==> src/rtl/alu_req_ctrl.sv <==
// Request/response front-end for the 4-bit combinational ALU with accumulator chaining.
// Define ALU_CHECK_EN to build an internal reference model and the sticky chk_err output.
module alu_req_ctrl #(
    parameter int unsigned WIDTH  = 4,
    parameter int unsigned SETTLE = 1
) (
    input  logic             clk,
    input  logic             rst,
    input  logic             req_valid,
    output logic             req_ready,
    input  logic [2:0]       req_op,
    input  logic [WIDTH-1:0] req_a,
    input  logic [WIDTH-1:0] req_b,
    input  logic             req_chain,
    output logic [WIDTH-1:0] alu_a,
    output logic [WIDTH-1:0] alu_b,
    output logic [2:0]       alu_ctrl,
    input  logic [WIDTH-1:0] alu_res,
    input  logic             alu_carry,
    input  logic             alu_zero,
    input  logic             alu_overflow,
    output logic             rsp_valid,
    input  logic             rsp_ready,
    output logic [WIDTH-1:0] rsp_res,
    output logic [2:0]       rsp_flags,
    output logic [WIDTH-1:0] acc
`ifdef ALU_CHECK_EN
    ,
    output logic             chk_err
`endif
);

    typedef enum logic [1:0] {StIdle, StDrive, StResp} state_e;

    state_e           state_q, state_d;
    logic [3:0]       cnt_q, cnt_d;
    logic [WIDTH-1:0] alu_a_q, alu_a_d;
    logic [WIDTH-1:0] alu_b_q, alu_b_d;
    logic [2:0]       alu_ctrl_q, alu_ctrl_d;
    logic [WIDTH-1:0] rsp_res_q, rsp_res_d;
    logic [2:0]       rsp_flags_q, rsp_flags_d;
    logic [WIDTH-1:0] acc_q, acc_d;
    logic             sample;

    // ALU outputs are sampled on the last DRIVE cycle
    assign sample = (state_q == StDrive) && (cnt_q == 4'd0);

    always_comb begin
        state_d     = state_q;
        cnt_d       = cnt_q;
        alu_a_d     = alu_a_q;
        alu_b_d     = alu_b_q;
        alu_ctrl_d  = alu_ctrl_q;
        rsp_res_d   = rsp_res_q;
        rsp_flags_d = rsp_flags_q;
        acc_d       = acc_q;
        unique case (state_q)
            StIdle: begin
                if (req_valid) begin
                    alu_ctrl_d = req_op;
                    alu_b_d    = req_b;
                    alu_a_d    = req_chain ? acc_q : req_a;
                    cnt_d      = 4'(SETTLE - 1);
                    state_d    = StDrive;
                end
            end
            StDrive: begin
                if (cnt_q != 4'd0) begin
                    cnt_d = cnt_q - 4'd1;
                end else begin
                    rsp_res_d   = alu_res;
                    rsp_flags_d = {alu_carry, alu_zero, alu_overflow};
                    acc_d       = alu_res;
                    state_d     = StResp;
                end
            end
            StResp: begin
                if (rsp_ready) begin
                    state_d = StIdle;
                end
            end
            default: state_d = StIdle;
        endcase
    end

    always_ff @(posedge clk) begin
        if (rst) begin
            state_q     <= StIdle;
            cnt_q       <= 4'd0;
            alu_a_q     <= '0;
            alu_b_q     <= '0;
            alu_ctrl_q  <= 3'd0;
            rsp_res_q   <= '0;
            rsp_flags_q <= 3'd0;
            acc_q       <= '0;
        end else begin
            state_q     <= state_d;
            cnt_q       <= cnt_d;
            alu_a_q     <= alu_a_d;
            alu_b_q     <= alu_b_d;
            alu_ctrl_q  <= alu_ctrl_d;
            rsp_res_q   <= rsp_res_d;
            rsp_flags_q <= rsp_flags_d;
            acc_q       <= acc_d;
        end
    end

    assign req_ready = (state_q == StIdle);
    assign rsp_valid = (state_q == StResp);
    assign alu_a     = alu_a_q;
    assign alu_b     = alu_b_q;
    assign alu_ctrl  = alu_ctrl_q;
    assign rsp_res   = rsp_res_q;
    assign rsp_flags = rsp_flags_q;
    assign acc       = acc_q;

`ifdef ALU_CHECK_EN
    logic [WIDTH:0]   add_full, sub_full;
    logic             add_ovf, sub_ovf;
    logic [WIDTH-1:0] m_res;
    logic [2:0]       m_flags;
    logic             chk_err_q;

    always_comb begin
        add_full = {1'b0, alu_a_q} + {1'b0, alu_b_q};
        sub_full = {1'b0, alu_a_q} + {1'b0, ~alu_b_q} + (WIDTH+1)'(1);
        add_ovf  = (alu_a_q[WIDTH-1] == alu_b_q[WIDTH-1]) &&
                   (add_full[WIDTH-1] != alu_a_q[WIDTH-1]);
        sub_ovf  = (alu_a_q[WIDTH-1] != alu_b_q[WIDTH-1]) &&
                   (sub_full[WIDTH-1] != alu_a_q[WIDTH-1]);
        m_res    = '0;
        m_flags  = 3'd0;
        unique case (alu_ctrl_q)
            3'd0: begin
                m_res   = add_full[WIDTH-1:0];
                m_flags = {add_full[WIDTH], 1'b0, add_ovf};
            end
            3'd1: begin
                m_res   = sub_full[WIDTH-1:0];
                m_flags = {sub_full[WIDTH], 1'b0, sub_ovf};
            end
            3'd2: m_res = ~alu_a_q;
            3'd3: m_res = alu_a_q & alu_b_q;
            3'd4: m_res = alu_a_q | alu_b_q;
            3'd5: m_res = alu_a_q ^ alu_b_q;
            3'd6: begin
                m_res   = {{(WIDTH-1){1'b0}}, sub_full[WIDTH-1] ^ sub_ovf};
                m_flags = {1'b0, 1'b0, sub_ovf};
            end
            3'd7: m_res = {{(WIDTH-1){1'b0}}, alu_a_q == alu_b_q};
        endcase
        m_flags[1] = (m_res == '0);
    end

    always_ff @(posedge clk) begin
        if (rst) begin
            chk_err_q <= 1'b0;
        end else if (sample &&
                     ((m_res != alu_res) ||
                      (m_flags != {alu_carry, alu_zero, alu_overflow}))) begin
            chk_err_q <= 1'b1;
        end
    end

    assign chk_err = chk_err_q;
`else
    logic unused_sample;
    assign unused_sample = sample;
`endif

endmodule

==> config.mk <==
export PLATFORM = sky130hd
export DESIGN_NAME = alu_req_ctrl
export DESIGN_NICKNAME = d
export VERILOG_FILES = /design/src/rtl/alu_req_ctrl.sv
export SDC_FILE = /design/constraint.sdc
export NUM_CORES = 1
export LEC_CHECK = 0
export ABC_AREA = 0
export BUFFER_PORTS_ARGS = -buffer_cell sky130_fd_sc_hd__buf_2
export CAP_MARGIN = 20
export CORE_UTILIZATION = 40
export DETAILED_ROUTE_END_ITERATION = 7
export PLACE_DENSITY = 0.74
export SYNTH_ARGS = -nofsm -noshare
export SYNTH_HDL_FRONTEND = slang
export SYNTH_SLANG_ARGS = --single-unit
export TNS_END_PERCENT = 50
==> constraint.sdc <==
create_clock -name clk -period 1.7 [get_ports clk]
set_input_delay 0.085 -clock clk [delete_from_list [all_inputs] [get_ports clk]]
set_output_delay 0.085 -clock clk [all_outputs]
set_load 0.005 [all_outputs]
# Word level (Yosys, flattened, before mapping)

Cells that the tools add are included.

Bits in registers: 24
Memories kept: 0
Bits of input ports: 23
Memory bits (read-only): 0
Logic and storage cells: 30
Bits in latches: 0
Memory bits (writable): 0

Divide/modulo/power cells: 0
Reduce and logical (&&, ||, !) cells: 7
Shifts and indexed selects: 0
$add $sub $neg: 1
Equal/unequal tests: 6
Muxes and demuxes: 8
Bitwise logic cells: 1
Multipliers: 0
Magnitude comparators: 0

Operator list:

| cell                                                                | count |
|---|---|
| 4-bit two-way mux                                                   | 3 |
| 4-bit case mux with 2 select lines                                  | 1 |
| 2-bit two-way mux                                                   | 3 |
| 2-bit case mux with 3 select lines                                  | 1 |
| 3-bit AND reduction                                                 | 2 |
| 2-bit by 1-bit != test with 1-bit output (second input constant)    | 2 |
| 2-bit != test (second input constant)                               | 2 |
| 2-bit AND reduction                                                 | 2 |
| 4-bit nonzero test                                                  | 1 |
| 4-bit by 1-bit subtractor with 4-bit output (second input constant) | 1 |
| 2-bit by 1-bit == test with 1-bit output (second input constant)    | 1 |
| 2-bit == test (second input constant)                               | 1 |
| 2-bit logical NOT                                                   | 1 |
| 2-bit nonzero test                                                  | 1 |
| 1-bit NOT                                                           | 1 |

# Logic depth before layout (Yosys ltp)

Word-level depth: 3
Mapped depth: 6
Gate-level depth less buffers: 5

# Worst setup path after synthesis

OpenSTA, ideal clock, no wires.

Path type: register -> register
From: reg cnt_q[0]
To: reg cnt_q[3]
Path buffers: 0
Clock period less this slack: 1.467 ns
Cell stages (with the launch flop): 6
Required time: 1.614 ns
Data arrival time: 1.381 ns
Setup slack: 0.233 ns
Path through: dfxtp_1 > inv_1 > ha_1 > nor3b_1 > or4_1 > a211oi_1

Longest elaborated chain between the ends: 3

RTL lines:

| element                                                                                  | line   | RTL |
|---|---|---|
| start, declared                                                                          | 36     | `logic [3:0] cnt_q, cnt_d;` |
| start signal, assigned                                                                   | 98     | `cnt_q <= cnt_d;` |
| 4-bit by 1-bit subtractor with 4-bit output / 4-bit nonzero test (equally long branches) | 69, 68 |  |
| 4-bit two-way mux / 2-bit by 1-bit != test with 1-bit output (equally long branches)     | n/a    |  |
| 4-bit case mux with 2 select lines / 3-bit AND reduction (equally long branches)         | n/a    |  |

Several ways; a longest one is shown, not always the timed one. The select of a mux whose other input is x is not followed.
A chain may end at the register's enable or synchronous reset.

# Worst setup path in the final report

Ends and elaborated chain as after synthesis.

==> flow_metrics.tcl <==
set metrics [dict create \
    status "complete, no violations" \
    period_minus_slack_ns 1.60 \
    fin_total_pwr_mw 1.22 \
    finalWorstSetupSlack_ns 0.0969 \
    relSlewSlack 0.702 \
    skew_ns 0.0103 \
    fin_setup_tns_ns 0 \
    antenna_found_initial 0 \
    dieHeight_um 52.9 \
    drcViolationCount 0 \
    maxSlewViolCount 0 \
    viasPerCell 5.03 \
    critical-path-max-stage-delay_ns 0.49 \
    fmax_mhz 624 \
    peakVddDrop_mv 0.583 \
    clk_path_buf_depth 2 \
    p_leak_nw 0.657 \
    ys_ff_latch 24 \
    tightest_slew_ns 0.448 \
    fp.dieArea_um2 2790 \
    place_inst 190 \
    grt_max_degree 25 \
    grt_pass1_wl_um 3700 \
    fp-row-count 18 \
    worstSetupStartpointType "register" \
    yosysWarnings 0 \
    avgSynthCellArea_um2 8.41 \
    crit_buf_inv 1 \
    max_cap_viol_count 0 \
    report.final.hold_viol_count 0 \
    gp_congestion 0.718 \
    grt_pass1_vias 929 \
    grt_setup_unrepaired "no" \
    dr_wl_met2_um 1180 \
    clkTransAtPathRegs_ns 0.13 \
    track_usage 0.181 \
    num_io_pins 47 \
    vias 1041 \
    required_ns 1.95 \
    synth_nets 147 \
    cellPowerDensity_nw_per_um2 844 \
    route.met3.wl_um 150 \
    place_area_um2 1260 \
    dpl_worst_slack_ns 0.128 \
    cts-buffers-inserted 3 \
    cts_root_buf "clkbuf_4" \
    syn-cell-area_um2 1030 \
    cpMaxStageDelayCell "or4_1" \
    synth_seq_area_share 0.464 \
    async_reset_ff_frac 0 \
    drt-wirelength-per-cell_um 12.1 \
    firstDrtPassIters 4 \
    core_area_um2 2450 \
    critPathTopFamily "simple AND/OR/NAND/NOR gates" \
    drive_gt1_frac 0.328 \
    synth_edf_count 0 \
    cp_max_fo 4 \
    synthCells 123 \
    grt_overflow 0 \
    period_share 0.943 \
    hold_ws_ns 0.0174 \
    critPathCaptureType "register" \
    clk_latency_ns 0.33 \
    cts-htree-levels 1 \
    cts_sinks 24 \
    drt_wl_total_um 2510 \
    design_area_um2 1450 \
    setup_viol 0 \
    die_x_um 52.9 \
    wl_met1_um 1140 \
    ys.flop_type "dfxtp_1" \
    antenna_left 0 \
    initial_utilization 0.422 \
    cp.arrival_ns 1.85 \
    dp_hpwl_um 1700 \
    layoutNonFillerInstCount 207 \
    n_antenna_cell 0 \
    port_buffers 46 \
    routed.top_layer "met4" \
    syn_to_final_growth_pct 39.7 \
    cp_cell_sequence "inv_1, ha_1, nor3b_1, or4_1, a211oi_2" \
    crit_type "register to register" \
    fin_util 0.589 \
    fin_nets 202 \
    min_path_type "input port to register" \
    drtIter0Drc 17 \
    cts_tree "done" \
    ys_types 25 \
]
[cell type report]
| cell class | count | area [um^2] |
|---|---|---|
| clock buffers | 3 | 22.5 |
| well taps | 30 | 37.5 |
| inverters | 3 | 11.3 |
| flip-flops and latches | 24 | 480 |
| fillers | 222 | 1010 |
| clock inverters | 1 | 30.0 |
| repair buffers | 63 | 390 |
| multi-input cells | 83 | 473 |
[power by group]
part	internal, mW	switching, mW	leakage [nW]
Clock	0.239	0.178	0.0279
Combinational	0.0993	0.0900	0.433
Sequential	0.594	0.0196	0.196
[state kept, by name, summed over array words and instances, names as in the netlist]
name and cells:
acc 4, alu_a 4, alu_b 4, alu_ctrl 3, cnt_q 4, rsp_flags 3, state_q 2
[cells by family after synthesis]
group                    Yosys count  share of synthesized area
AND/OR/NAND/NOR                   42                      0.208
AO/OA/AOI/OAI                     36                      0.193
flip-flops                        24                      0.464
buffers and inverters             16                     0.0834
multiplexers                       4                     0.0387
adder cells (fa/ha/maj)            1                     0.0121
[cells in the final DEF (no fill, tap or decap), drive strengths merged, types with 4 or more instances in the layout]
master,instances
nand3,8
dfxtp,24
dlygate4sd3,13
nand2,14
o21ai,10
buf,50
nor2,8
a211oi,5
mux2i,4
a21oi,18
[tightest hold or removal path, stage by stage]
cell	delay (ns)
buf_2	0.10
nand3_1	0.06
a21oi_1	0.06
[routing by layer]
metal  GRT usage  up-vias
met1       0.206      466
met3      0.0287        5
met4      0.0921        0
met5           0        -
met2       0.323       39
li1            -      531
[cell usage after synthesis, types with 2 or more instances]
| library cell | number | area (um^2) |
|---|---|---|
| or3_1 | 2 | 12.5 |
| dfxtp_1 | 24 | 480 |
| a211oi_1 | 5 | 37.5 |
| nor2b_1 | 3 | 18.8 |
| mux2i_1 | 4 | 40.0 |
| nand3_1 | 8 | 40.0 |
| nor2_1 | 8 | 30.0 |
| a21oi_1 | 18 | 90.1 |
| or3b_2 | 2 | 17.5 |
| o21ai_0 | 10 | 50.1 |
| clkbuf_1 | 6 | 22.5 |
| o211ai_1 | 2 | 15.0 |
| nand2_1 | 14 | 52.6 |
| buf_4 | 4 | 30.0 |
| inv_1 | 3 | 11.3 |
[repair_timing]
action	4_1_cts	5_1_grt
hold buffers	13	0
endpoints found under the hold margin	13	0
gates resized for setup	0	1
setup buffers	0	0
endpoints found under the setup margin	0	1
[final timing paths]
path	start	end	slack, ns	cells past startpoint
min reg2reg	alu_ctrl[1]	alu_ctrl[1]	0.46	2
min	alu_zero	rsp_flags[1]	0.02	3
max	cnt_q[0]	cnt_q[3]	0.1	5
max reg2reg	cnt_q[0]	cnt_q[3]	0.1	5
Power figures use the tool's default switching activity.
